$ cat config.mk
export PLATFORM = sky130hd
export DESIGN_NAME = sub16_seq
export DESIGN_NICKNAME = d
export VERILOG_FILES = /design/src/rtl/alu_pkg.sv /design/src/rtl/nibble_sub.sv /design/src/rtl/sub16_seq.sv
export SDC_FILE = /design/constraint.sdc
export NUM_CORES = 1
export LEC_CHECK = 0
export CORE_MARGIN = 2
export CORE_UTILIZATION = 25
export CTS_CLUSTER_SIZE = 14
export DETAILED_ROUTE_END_ITERATION = 8
export HOLD_SLACK_MARGIN = 0.1
export SETUP_SLACK_MARGIN = 0.1
export SYNTH_ARGS = -nofsm -noshare
export SYNTH_HDL_FRONTEND = slang
export SYNTH_HIERARCHICAL = 1
export SYNTH_SLANG_ARGS = --single-unit
export TNS_END_PERCENT = 10
$ cat constraint.sdc
create_clock -name clk -period 3.8 [get_ports clk]
set_clock_uncertainty 0.2 [all_clocks]
set_input_delay 0.95 -clock clk [delete_from_list [all_inputs] [get_ports clk]]
set_output_delay 0.95 -clock clk [all_outputs]
set_load 0.01 [all_outputs]
$ cat src/rtl/alu_pkg.sv
// Shared types and constants for the sequential nibble-serial subtractor.
package alu_pkg;

    localparam int DATA_W = 16;
    localparam int NIB_W  = 4;

    typedef enum logic [1:0] {
        IDLE = 2'd0,
        CALC = 2'd1,
        DONE = 2'd2
    } state_t;

    // 1 when the word holds an even number of set bits
    function automatic logic even_parity(input logic [DATA_W-1:0] v);
        return ~^v;
    endfunction

    // Two's-complement overflow of x - y from the operand and result sign bits
    function automatic logic signed_ovf(input logic xs, input logic ys, input logic zs);
        return (xs ^ ys) & (zs ^ xs);
    endfunction

endpackage

$ cat src/rtl/nibble_sub.sv
// Combinational W-bit subtract slice: d = a - b - bin, with borrow-out.
module nibble_sub #(
    parameter int W = 4
) (
    input  logic [W-1:0] a,
    input  logic [W-1:0] b,
    input  logic         bin,
    output logic [W-1:0] d,
    output logic         bout
);

    logic [W:0] full_s;

    // The extra top bit of the widened difference is the borrow-out
    always_comb begin
        full_s = {1'b0, a} - {1'b0, b} - {{W{1'b0}}, bin};
        d      = full_s[W-1:0];
        bout   = full_s[W];
    end

endmodule

$ cat src/rtl/sub16_seq.sv
// 16-bit subtractor that processes one nibble per cycle, LSB first, with a
// valid/ready handshake on both the operand and result sides.
module sub16_seq #(
    parameter int NIB_W = alu_pkg::NIB_W
) (
    input  logic        clk,
    input  logic        rst_n,
    input  logic        in_valid,
    output logic        in_ready,
    input  logic [15:0] x,
    input  logic [15:0] y,
    output logic        out_valid,
    input  logic        out_ready,
    output logic [15:0] z,
    output logic        sign,
    output logic        zero,
    output logic        borrow,
    output logic        parity,
    output logic        overflow
);

    import alu_pkg::*;

    localparam int NIB_CNT = DATA_W / NIB_W;
    localparam int IDX_W   = (NIB_CNT > 1) ? $clog2(NIB_CNT) : 1;

    state_t              state_r;
    state_t              state_next_s;
    logic [DATA_W-1:0]   x_r;
    logic [DATA_W-1:0]   y_r;
    logic [DATA_W-1:0]   z_r;
    logic [IDX_W-1:0]    idx_r;
    logic                bin_r;
    logic                out_valid_r;
    logic                sign_r;
    logic                zero_r;
    logic                borrow_r;
    logic                parity_r;
    logic                overflow_r;

    logic [NIB_W-1:0]    a_s;
    logic [NIB_W-1:0]    b_s;
    logic [NIB_W-1:0]    d_s;
    logic                bout_s;
    logic                last_s;
    logic [DATA_W-1:0]   z_full_s;

    // Operand slice selection and the result word as it stands after this slice
    always_comb begin
        a_s      = x_r[int'(idx_r)*NIB_W +: NIB_W];
        b_s      = y_r[int'(idx_r)*NIB_W +: NIB_W];
        last_s   = (idx_r == IDX_W'(NIB_CNT - 1));
        z_full_s = {d_s, z_r[DATA_W-1:NIB_W]};
    end

    nibble_sub #(
        .W (NIB_W)
    ) u_nibble_sub (
        .a    (a_s),
        .b    (b_s),
        .bin  (bin_r),
        .d    (d_s),
        .bout (bout_s)
    );

    // State register
    always_ff @(posedge clk) begin
        if (!rst_n) begin
            state_r <= IDLE;
        end else begin
            state_r <= state_next_s;
        end
    end

    // Next-state decode
    always_comb begin
        state_next_s = state_r;
        case (state_r)
            IDLE: begin
                if (in_valid) begin
                    state_next_s = CALC;
                end else begin
                    state_next_s = IDLE;
                end
            end
            CALC: begin
                if (last_s) begin
                    state_next_s = DONE;
                end else begin
                    state_next_s = CALC;
                end
            end
            DONE: begin
                if (out_ready) begin
                    state_next_s = IDLE;
                end else begin
                    state_next_s = DONE;
                end
            end
            default: begin
                state_next_s = IDLE;
            end
        endcase
    end

    // Operand capture, nibble-serial accumulation and registered result flags
    always_ff @(posedge clk) begin
        if (!rst_n) begin
            x_r         <= {DATA_W{1'b0}};
            y_r         <= {DATA_W{1'b0}};
            z_r         <= {DATA_W{1'b0}};
            idx_r       <= {IDX_W{1'b0}};
            bin_r       <= 1'b0;
            out_valid_r <= 1'b0;
            sign_r      <= 1'b0;
            zero_r      <= 1'b0;
            borrow_r    <= 1'b0;
            parity_r    <= 1'b0;
            overflow_r  <= 1'b0;
        end else begin
            case (state_r)
                IDLE: begin
                    if (in_valid) begin
                        x_r   <= x;
                        y_r   <= y;
                        bin_r <= 1'b0;
                        idx_r <= {IDX_W{1'b0}};
                    end
                end
                CALC: begin
                    // Result is shifted in from the top so slice 0 ends up at bit 0
                    z_r   <= z_full_s;
                    bin_r <= bout_s;
                    idx_r <= idx_r + IDX_W'(1);
                    if (last_s) begin
                        out_valid_r <= 1'b1;
                        sign_r      <= z_full_s[DATA_W-1];
                        zero_r      <= (z_full_s == {DATA_W{1'b0}});
                        borrow_r    <= bout_s;
                        parity_r    <= even_parity(z_full_s);
                        overflow_r  <= signed_ovf(x_r[DATA_W-1], y_r[DATA_W-1],
                                                  z_full_s[DATA_W-1]);
                    end
                end
                DONE: begin
                    if (out_ready) begin
                        out_valid_r <= 1'b0;
                    end
                end
                default: begin
                    out_valid_r <= 1'b0;
                end
            endcase
        end
    end

    assign in_ready  = (state_r == IDLE);
    assign out_valid = out_valid_r;
    assign z         = z_r;
    assign sign      = sign_r;
    assign zero      = zero_r;
    assign borrow    = borrow_r;
    assign parity    = parity_r;
    assign overflow  = overflow_r;

endmodule

# Word-level counts from Yosys, hierarchy flattened

Cells that the tools add are included.

Word-level logic and storage cells: 46
Output and inout bits: 23
Memories kept: 0
Register bits: 59
ROM bits: 0
Memory bits (writable): 0
Input port bits: 36
Latch bits: 0

Multiply operators: 0
Magnitude comparators: 0
Equality and inequality tests: 6
Reduce and logical (&&, ||, !) cells: 8
Add/sub/neg operators: 3
Shift operators: 2
Divide/modulo/power cells: 0
Muxes and demuxes: 11
Bitwise gates (word level): 4

Operators with widths:

| operator                                       | number |
|---|---|
| variable part select 16 x 5 -> 4 bit           | 2 |
| zero test 16 bit                               | 1 |
| XNOR reduction 16 bit                          | 1 |
| two-way mux 2 bit                              | 3 |
| inequality test 2 bit (second input constant)  | 3 |
| one-hot mux 2 bit (3 select lines)             | 1 |
| AND reduction 2 bit                            | 3 |
| subtractor 4 x 4 -> 5 bit                      | 1 |
| subtractor 5 x 1 -> 5 bit                      | 1 |
| == test 2 bit (second input constant)          | 2 |
| two-way mux 1 bit                              | 4 |
| one-hot mux 2 bit (2 select lines)             | 1 |
| one-hot mux 1 bit (3 select lines)             | 1 |
| AND reduction 3 bit                            | 1 |
| adder 2 x 1 -> 2 bit (second input constant)   | 1 |
| == test 2 x 1 -> 1 bit (second input constant) | 1 |
| zero test 2 bit                                | 1 |
| one-hot mux 1 bit (2 select lines)             | 1 |
| nonzero test 2 bit                             | 1 |
| bitwise XOR 1 bit                              | 2 |
| AND 1 bit                                      | 1 |
| inverter 1 bit                                 | 1 |

# Longest topological paths before layout

Depth after elaboration: 5
Gate-level depth with buffers: 15
Mapped depth without buffers: 14

# Cells and area by module

The synthesis kept the hierarchy.

By module, submodules not included:

| module     | area an instance (um^2) | sequential area each (um^2) | cells each | instances |
|---|---|---|---|---|
| sub16_seq  | 2645.0                  | 1181.1                      | 305        | 1 |
| nibble_sub | 207.7                   | 0.0                         | 24         | 1 |

# Worst setup path after synthesis

Ideal clock, no wire load.

Path type: register to register
From: reg idx_r[0]
To: reg parity_r, in the netlist parity
Period minus slack after synthesis: 3581 ps
Cell stages (with the launch flop): 15
Path slack: 219 ps
Data arrival time: 3263 ps
Cells stage by stage: dfxtp_1 -> buf_2 -> mux4_2 -> fa_1 -> inv_1 -> ha_1 -> o21ai_0 -> nand3b_1 -> xor2_1 -> inv_1 -> ha_1 -> xor2_1 -> xnor2_1 -> xnor2_1 -> o21ai_1

Longest elaborated chain between the ends: 4

RTL lines:

| item                                 | line             | text |
|---|---|---|
| from (decl)                          | sub16_seq.sv:32  | `logic [IDX_W-1:0] idx_r;` |
| from (signal assigned)               | sub16_seq.sv:112 | `idx_r <= {IDX_W{1'b0}};` |
| from (signal assigned)               | sub16_seq.sv:127 | `idx_r <= {IDX_W{1'b0}};` |
| from (signal assigned)               | sub16_seq.sv:134 | `idx_r <= idx_r + IDX_W'(1);` |
| variable part select 16 x 5 -> 4 bit | sub16_seq.sv:50  | `a_s = x_r[int'(idx_r)*NIB_W +: NIB_W];` |
| net a_s[0]                           | sub16_seq.sv:41  | `logic [NIB_W-1:0] a_s;` |
| subtractor 4 x 4 -> 5 bit            | nibble_sub.sv:16 | `full_s = {1'b0, a} - {1'b0, b} - {{W{1'b0}}, bin};` |
| subtractor 5 x 1 -> 5 bit            | nibble_sub.sv:16 |  |
| net d_s[3]                           | sub16_seq.sv:43  | `logic [NIB_W-1:0] d_s;` |
| XNOR reduction 16 bit                | alu_pkg.sv:15    | `return ~^v;` |
| to (signal assigned)                 | sub16_seq.sv:140 | `parity_r <= even_parity(z_full_s);` |
| to (decl)                            | sub16_seq.sv:38  | `logic parity_r;` |

The timed path passes the listed nets, and every way through them passes these cells.
A chain may end at the register's enable or synchronous reset.

# Worst setup path after layout

From: reg idx_r[0]
To: reg parity_r, in the netlist parity

Longest elaborated chain between the ends: 4

RTL lines:

| item                                 | line             | text |
|---|---|---|
| variable part select 16 x 5 -> 4 bit | sub16_seq.sv:51  | `b_s = y_r[int'(idx_r)*NIB_W +: NIB_W];` |
| net b_s[0]                           | sub16_seq.sv:42  | `logic [NIB_W-1:0] b_s;` |
| subtractor 4 x 4 -> 5 bit            | nibble_sub.sv:16 |  |
| subtractor 5 x 1 -> 5 bit            | nibble_sub.sv:16 |  |
| net d_s[3]                           | sub16_seq.sv:43  |  |
| XNOR reduction 16 bit                | alu_pkg.sv:15    |  |

The timed path passes the listed nets, and every way through them passes these cells.

==> impl_metrics.yaml <==
synthesis:
  synthFlopType: "dfxtp_1"
  synth_edf_count: 0
  yosysWarnings: 6
  syn_inst: 329
  synth.distinct_cells: 29
  synth_seq_cells: 59
  syn_nets: 382
  netlist_area_um2: 2850
  ys_seq_area_frac: 0.414
  postSynth.asyncResetShare: 0
  syn_area_per_cell_um2: 8.67
global_route:
  grt_pass1_wl_mm: 10.9
  grt_usage: 0.109
  first_global_vias: 2284
  overflow: 0
  grt_max_degree: 61
  antenna_found_initial: 0
clock_network:
  post_cts_buffers: 0
  cts_root_buffer: "clkbuf_16"
  cts-resized-gates: 0
  clock_latency_ps: 330
  path_clk_slew_ps: 50
  ctsHoldBuffers: 0
  cts_tree: "built"
  clk_path_buf_depth: 2
  cts.sinks: 59
  cts_buffers: 9
  htreeDepth: 3
power:
  power_frac_seq: 0.353
  switching_share: 0.244
  leakage_uw: 0.00145
  intPower_uw: 1440
  powerDensity_nw_per_um2: 490
  comb_power_share: 0.183
  peakVddDrop_mv: 0.190
  p_clk_frac: 0.465
  p_switching_uw: 466
finish:
  layout_common_cells: "108 x nand2_1, 59 x dfxtp_1, 58 x clkdlybuf4s50_1, 55 x a21boi_1, 24 x inv_1"
  drive_gt1_frac: 0.0846
  nFillCells: 1189
  final_common_cell: "nand2_1"
  n_antenna_cell: 0
  syn_to_final_growth_pct: 36.6
  layout.nets: 438
floorplanning:
  io_pins: 59
  die_h_um: 111
  die_w_um: 111
  core_area_um2: 11300
  die-area_um2: 12300
  num_rows: 39
  start_util: 0.253
drt:
  via_count: 2274
  drt_iter0_drc: 61
  viasPerCell: 4.27
  routed_wl_mm: 6.38
  wl_per_cell_um: 12.0
  drc: 0
  dr.pass1.iters: 4
  antenna_left: 0
sta:
  slew_viol_final: 0
  period_minus_slack_ps: 3430
  setup_tns_ps: 0
  setup_slack_ps: 375
  period_share: 0.901
  setup_violations: 0
  worstMarginPinSlew_ps: 862
  fmax_mhz: 292
  hold_viol_final: 0
  rsz0062_at_grt: "false"
  slew_headroom: 0.425
outcome:
  outcome: "complete, no violations"
run:
  cap_viol_max_count: 0
placed_design:
  hpwl_mm: 4.60
  post-place-ws_ps: 371
  numPortBuffers: 58
  gp_congestion: 0.755
worst_setup_path:
  crit_arrival_ps: 3440
  crit_path_max_fanout: 6
  critPathCaptureType: "flip-flop"
  crit_chain: "buf_4 > mux4_2 > inv_1 > fa_1 > ha_1 > o21ai_0 > nand3b_1 > xor2_1 > inv_1 > ha_1 > xor2_1 > xnor2_1 > xnor2_1 > o21ai_1"
  slowest_stage: "mux4_2"
  startpoint_type: "flip-flop"
  crit_family: "adder cells"
  setup.worst_path.class: "flip-flop to flip-flop"
  required_ps: 3810
  crit_buf_inv: 3
  critPathMaxStageDelay_ps: 490
min_path:
  min_path_type: "flip-flop to flip-flop"
## logic make-up (layout without fill, tap and decap cells)
logic type               after synthesis  after routing  synth area share
AND/OR/NAND/NOR                      128            128             0.182
XOR/XNOR                              11             11            0.0338
AO/OA/AOI/OAI                         63             63             0.164
multiplexers                           8              8            0.0632
buffers and inverters                 43            104            0.0627
flip-flops                            59             59             0.414
adder cells (fa/ha/maj)               17             17            0.0798
## path summary, 6_finish.rpt
path                   from         to  slack [ps]  cells after the start
setup / recovery   idx_r[0]     parity         370                     14
hold / removal    out_valid  out_valid         250                      2
setup reg to reg   idx_r[0]     parity         370                     14
hold reg to reg   out_valid  out_valid         250                      2
## cells in the mapped netlist (3+ instances only)
| cell | instances | share of area |
|---|---|---|
| nor2_1 | 5 | 0.0066 |
| buf_2 | 5 | 0.0088 |
| nand3_1 | 3 | 0.0053 |
| ha_1 | 15 | 0.066 |
| clkbuf_1 | 11 | 0.014 |
| buf_4 | 3 | 0.0079 |
| mux4_2 | 8 | 0.063 |
| inv_1 | 24 | 0.032 |
| nand2_1 | 108 | 0.14 |
| xor2_1 | 5 | 0.015 |
| xnor2_1 | 6 | 0.018 |
| dfxtp_1 | 59 | 0.41 |
| a21boi_1 | 55 | 0.14 |
## layer usage
layer / routed length [um] / track usage / share of wire / vias up
met2: 2940 / 0.182 / 0.46 / 48
met4: 102 / 0.0475 / 0.016 / 0
met3: 304 / 0.0312 / 0.048 / 9
met1: 3030 / 0.131 / 0.47 / 1039
li1: - / - / - / 1178
met5: 0 / 0 / 0 / -
## per-stage QoR
stage / instance area (um2) / std cells / utilization / power [uW] / hold slack (ps)
2_1_floorplan: 2850 / 329 / - / 929 / 232
3_3_place_gp: 3570 / 517 / 0.317 / 1030 / 238
3_5_place_dp: 3570 / 517 / 0.317 / 1040 / 247
4_1_cts: 3900 / 533 / 0.346 / 1940 / 253
5_1_grt: 3900 / 533 / 0.346 / 2000 / 269
6_report: 3900 / 533 / 0.346 / 1910 / 249
## cell type report
| type | count | area, um2 | share of cell area |
|---|---|---|---|
| clock inverter | 4 | 72.6 | 0.0186 |
| sequential | 59 | 1180 | 0.303 |
| multi-input combinational | 227 | 1490 | 0.383 |
| inverter | 24 | 90.1 | 0.0231 |
| timing repair buffer | 64 | 626 | 0.161 |
| tap | 143 | 179 | 0.0459 |
| clock buffer | 12 | 256 | 0.0658 |
## sequential cells by signal, indices dropped and copies added (netlist names)
register / flops
z: 16
borrow: 1
overflow: 1
x_r: 16
bin_r: 1
idx_r: 2
out_valid: 1
parity: 1
state_r: 2
y_r: 16
zero: 1
sign: 1
## power groups by stage
stage / Clock (uW) / Sequential, uW / Combinational (uW)
4_1_cts: 907 / 673 / 356
6_report: 887 / 673 / 349
5_1_grt: 930 / 677 / 393
3_5_place_dp: 0 / 686 / 354
2_1_floorplan: 0 / 681 / 248
3_3_place_gp: 0 / 685 / 346
## worst reg2reg max path, cell delays in order, from the launching register on
cell and delay (ps):
dfxtp_1 370, buf_4 180, mux4_2 500, inv_1 90, fa_1 440, ha_1 190, o21ai_0 160, nand3b_1 110
xor2_1 170, inv_1 60, ha_1 280, xor2_1 170, xnor2_1 180, xnor2_1 130, o21ai_1 80
No activity file was read; power rests on OpenSTA's default activity.
